<file path="config.mk">
export PLATFORM = sky130hd
export DESIGN_NAME = mux4_rr_arbiter
export DESIGN_NICKNAME = d
export VERILOG_FILES = /design/src/rtl/mux4_rr_arbiter.sv
export SDC_FILE = /design/constraint.sdc
export NUM_CORES = 1
export LEC_CHECK = 0
export BUFFER_PORTS_ARGS = -buffer_cell sky130_fd_sc_hd__buf_2
export CAP_MARGIN = 10
export CORE_UTILIZATION = 46
export DETAILED_ROUTE_END_ITERATION = 10
export PLACE_DENSITY = 0.77
export SLEW_MARGIN = 20
export SYNTH_ARGS = -nofsm -noshare
export SYNTH_HDL_FRONTEND = slang
export SYNTH_SLANG_ARGS = --single-unit
</file>
<file path="constraint.sdc">
create_clock -name clk -period 2.2 [get_ports clk]
set_input_delay 0.11 -clock clk [delete_from_list [all_inputs] [get_ports clk]]
set_output_delay 0.11 -clock clk [all_outputs]
set_load 0.05 [all_outputs]
</file>
<file path="src/rtl/mux4_rr_arbiter.sv">
// Round-robin arbiter sharing one 4:1 mux among four requesters.
// Optional MUX4_ARB_PARK_EN: keep sel and out parked on the last owner when idle.

module mux_4to1 (
    input  logic [3:0] a,
    input  logic [3:0] b,
    input  logic [3:0] c,
    input  logic [3:0] d,
    input  logic [1:0] sel,
    output logic [3:0] y
);

    always_comb begin
        y = a;
        unique case (sel)
            2'd0: y = a;
            2'd1: y = b;
            2'd2: y = c;
            2'd3: y = d;
        endcase
    end

endmodule

module mux4_rr_arbiter #(
    parameter int MAX_HOLD = 4
) (
    input  logic       clk,
    input  logic       rst_n,
    input  logic [3:0] req,
    input  logic [3:0] a,
    input  logic [3:0] b,
    input  logic [3:0] c,
    input  logic [3:0] d,
    output logic [3:0] gnt,
    output logic [1:0] sel,
    output logic [3:0] out,
    output logic       out_valid
);

    localparam int HW = $clog2(MAX_HOLD + 1);
    localparam logic [HW-1:0] HMAX = HW'(MAX_HOLD);

    typedef enum logic {IDLE, GRANT} state_t;

    state_t        state_q, state_d;
    logic [3:0]    gnt_q, gnt_d;
    logic [1:0]    sel_q, sel_d;
    logic [1:0]    ptr_q, ptr_d;
    logic [HW-1:0] hold_q, hold_d;
    logic [2:0]    win;
    logic [3:0]    mux_y;

    // {found, index} of the first set bit scanning upward from start
    function automatic logic [2:0] pick(
        input logic [3:0] r,
        input logic [1:0] start
    );
        logic [2:0] res;
        logic [1:0] idx;
        res = 3'b000;
        for (int k = 0; k < 4; k++) begin
            idx = start + 2'(k);
            if (r[idx] && !res[2]) res = {1'b1, idx};
        end
        return res;
    endfunction

    always_ff @(posedge clk or negedge rst_n) begin
        if (!rst_n) begin
            state_q <= IDLE;
            gnt_q   <= 4'b0000;
            sel_q   <= 2'b00;
            ptr_q   <= 2'b00;
            hold_q  <= '0;
        end else begin
            state_q <= state_d;
            gnt_q   <= gnt_d;
            sel_q   <= sel_d;
            ptr_q   <= ptr_d;
            hold_q  <= hold_d;
        end
    end

    // while granting, ptr_q is cur+1, so the owner is searched last
    assign win = pick(req, ptr_q);

    always_comb begin
        state_d = state_q;
        gnt_d   = gnt_q;
        sel_d   = sel_q;
        ptr_d   = ptr_q;
        hold_d  = hold_q;
        unique case (state_q)
            IDLE: begin
                if (win[2]) begin
                    state_d = GRANT;
                    gnt_d   = 4'b0001 << win[1:0];
                    sel_d   = win[1:0];
                    ptr_d   = win[1:0] + 2'd1;
                    hold_d  = HW'(1);
                end
            end
            GRANT: begin
                if (req[sel_q] && hold_q < HMAX) begin
                    hold_d = hold_q + HW'(1);
                end else if (win[2]) begin
                    gnt_d  = 4'b0001 << win[1:0];
                    sel_d  = win[1:0];
                    ptr_d  = win[1:0] + 2'd1;
                    hold_d = HW'(1);
                end else begin
                    state_d = IDLE;
                    gnt_d   = 4'b0000;
                    hold_d  = '0;
`ifdef MUX4_ARB_PARK_EN
                    sel_d   = sel_q;
`else
                    sel_d   = 2'b00;
`endif
                end
            end
        endcase
    end

    mux_4to1 u_mux (
        .a   (a),
        .b   (b),
        .c   (c),
        .d   (d),
        .sel (sel_q),
        .y   (mux_y)
    );

    assign gnt       = gnt_q;
    assign sel       = sel_q;
    assign out_valid = |gnt_q;

`ifdef MUX4_ARB_PARK_EN
    assign out = mux_y;
`else
    assign out = out_valid ? mux_y : 4'b0000;
`endif

endmodule

</file>
==> impl_metrics.csv <==
group,metric,value,unit
cells_and_area,final_common_cell,"buf_2",
sta,hold_viol,0,
run,max_cap_violations,0,
status,status,"finished, final reports clean",
synthesis,synth_area_leaders,"dfrtp_1 (38%), mux4_1 (13%), a22o_1 (3.4%), nor2b_1 (3.2%), inv_1 (2.9%)",
clock_tree,post_cts_buffers,0,
floorplanning,dieArea,0.00187,mm^2
floorplanning,start_util,50.6,%
synthesis,ys_seq_area_share,38.5,%
pwr,vdd_drop_max,784,uV
clock_tree,cts_resized,0,
synthesis,syn-mean-instance-area,12.0,um^2
detailed_routing,firstDrtPassIters,1,
detailed_routing,dr_wl_met2,877,um
detailed_routing,drt_wl_total,1.68,mm
sta,rsz0062_at_grt,"no",
pwr,p_seq_share,25.3,%
sta,whs,0.241,ns
floorplanning,io_pins,33,
detailed_routing,vias,660,
sta,period_share,84.0,%
detailed_routing,first_iter_violations,0,
clock_tree,holdBufCountCts,1,
sta,final-setup-viol-count,0,
place,place_congestion,0.732,
synthesis,synth_edf_count,0,
cells_and_area,drive_above_1_share,44.6,%
detailed_routing,wl_per_cell,14.4,um
sta,clock.fmax,541,MHz
cells_and_area,final_area,990,um^2
detailed_routing,drcViolationCount,0,
synthesis,ys_async_sr_fraction,100,%
grt,gr-total-overflow,0,
clock_tree,path_clk_slew,0.07,ns
clock_tree,clockRootBuffer,"clkbuf_4",
pwr,internal_power,772,uW
cells_and_area,finalNetCount,126,
place,post-dp-hpwl,1.35,mm
floorplanning,die_h,43.2,um
pwr,total_switching_power,843,uW
worst_setup_path,cp_max_fo,7,
floorplanning,placementRows,14,
clock_tree,clock_path_buffers,2,
detailed_routing,avgViaCountPerCell,5.64,
clock_tree,clk_latency,0.27,ns
sta,worstMarginPinSlew,0.572,ns
clock_tree,cts_buffers,3,
sta,slew_violations,0,
synthesis,yosysTopAreaCell,"dfrtp_1",
hold_path,worstHoldPathType,"in -> async",
sta,skew,0.00821,ns
sta,maxSlewHeadroom,61.8,%
place,place_area,957,um^2
detailed_routing,met3_wirelength,177,um
pwr,total_power,1610,uW
grt,grt_usage,20.8,%
place,io_buffers,32,
grt,grt_pass1_vias,671,
worst_setup_path,required,2.09,ns
cells_and_area,antennaDiodeCount,0,
pwr,p_clk_share,8.0,%
synthesis,syn_inst,65,
sta,tns,0,ns
clock_tree,cts.sinks,12,
grt,grt_max_degree,13,
worst_setup_path,critical_path_class,"reg -> out",
synthesis,yosysWarnings,0,
pwr,p_comb_share,66.7,%
grt,antenna_found_initial,0,
worst_setup_path,start_kind,"register",
pwr,power_density,1630,mW/mm^2
pwr,p_sw_share,52.2,%
synthesis,synth_area,781,um^2
sta,period_needed,1.85,ns
synthesis,synth_fp_nets,88,
worst_setup_path,critPathCaptureType,"output port",
cells_and_area,fill_cells,127,
cells_and_area,final_core_util,64.2,%
cells_and_area,area_growth,26.8,%
synthesis,synth_top_area_share,38.5,%
synthesis,yosysUniqueCellTypes,31,
grt,grt_pass1_wl,2.82,mm
detailed_routing,m1WireLength,628,um
clock_tree,cts_tree,"yes",
pwr,p_leak,0.000491,uW
synthesis,synth_top_flop_cell,"dfrtp_1",
synthesis,synth_seq_cells,12,
detailed_routing,postRouteAntennaNets,0,
cells_and_area,final_cell_mix,"buf_2 (32), dfrtp_1 (12), inv_1 (6)",
worst_setup_path,arrival,1.74,ns
floorplanning,core_area,0.00154,mm^2
floorplanning,fp.dieW,43.2,um
clock_tree,htreeDepth,1,
detailed_routing,dr.max_layer_used,"met3",
[flip-flops by register name, summed over array words and instances (netlist names)]
signal	flops
ptr_q	2
hold_q	3
state_q	1
sel	2
gnt	4
[cell usage after synthesis (2+ instances only)]
library cell	number
dfrtp_1	12
inv_1	6
nand2_1	5
mux4_1	4
nor2b_1	4
a21oi_1	3
a22o_1	3
nor2_1	3
a32o_1	2
o21ai_0	2
[path summary, 6_finish.rpt]
| kind | startpoint | end | slack [ns] | depth (start not counted) |
|---|---|---|---|---|
| setup reg to reg | sel[0]$_DFFE_PN0P_ | gnt[3]$_DFFE_PN0P_ | 0.35 | 5 |
| hold reg to reg | ptr_q[0]$_DFFE_PN0P_ | ptr_q[0]$_DFFE_PN0P_ | 0.52 | 2 |
| setup / recovery | sel[0]$_DFFE_PN0P_ | out[0] | 0.35 | 3 |
| max in group asynchronous | rst_n | gnt[0]$_DFFE_PN0P_ | 1.74 | 2 |
| hold / removal | rst_n | ptr_q[0]$_DFFE_PN0P_ | 0.24 | 2 |
| min in group clk | req[2] | hold_q[1]$_DFFE_PN0P_ | 0.26 | 4 |
[cell type report]
type | count | area [um^2] | area share [%]
Multi-Input combinational cell | 46 | 447 | 45.1
Sequential cell | 12 | 300 | 30.3
Timing Repair Buffer | 34 | 178 | 18.0
Clock buffer | 3 | 22.5 | 2.28
Inverter | 6 | 22.5 | 2.28
Tap cell | 16 | 20.0 | 2.02
[power groups by stage]
| stage | logic (uW) | registers, uW | clock network [uW] |
|---|---|---|---|
| after floorplan | 739 | 532 | 0 |
| after global placement | 1060 | 408 | 0 |
| after detailed placement | 1080 | 414 | 0 |
| after CTS | 1080 | 410 | 132 |
| after global routing | 1140 | 427 | 143 |
| final | 1080 | 408 | 129 |
[through the flow]
| step | std cells | setup WS [ns] |
|---|---|---|
| 2_1_floorplan | 65 | 0.196 |
| 3_3_place_gp | 113 | 0.416 |
| 3_5_place_dp | 113 | 0.359 |
| 4_1_cts | 117 | 0.333 |
| 5_1_grt | 117 | 0.212 |
| 6_report | 117 | 0.351 |
[cells by family after synthesis]
| family | share of synthesized area (%) |
|---|---|
| compound gates | 19.9 |
| simple gates | 16.8 |
| flops | 38.5 |
| buf+inv | 4.33 |
| mux | 17.8 |
| xor+xnor | 1.12 |
| fa+ha+maj | 1.60 |
[worst max-delay path: stages (launching register included)]
cell and delay (ns):
dfrtp_1 0.53, mux4_1 0.60, nor2b_1 0.14, buf_2 0.20
[per-layer routing]
| layer | vias up | track usage, % |
|---|---|---|
| li1 | 325 | - |
| met1 | 306 | 19.2 |
| met2 | 29 | 40.3 |
| met3 | 0 | 10.2 |
| met4 | 0 | 3.64 |
| met5 | - | 0 |
(Power assumes the default switching activity.)
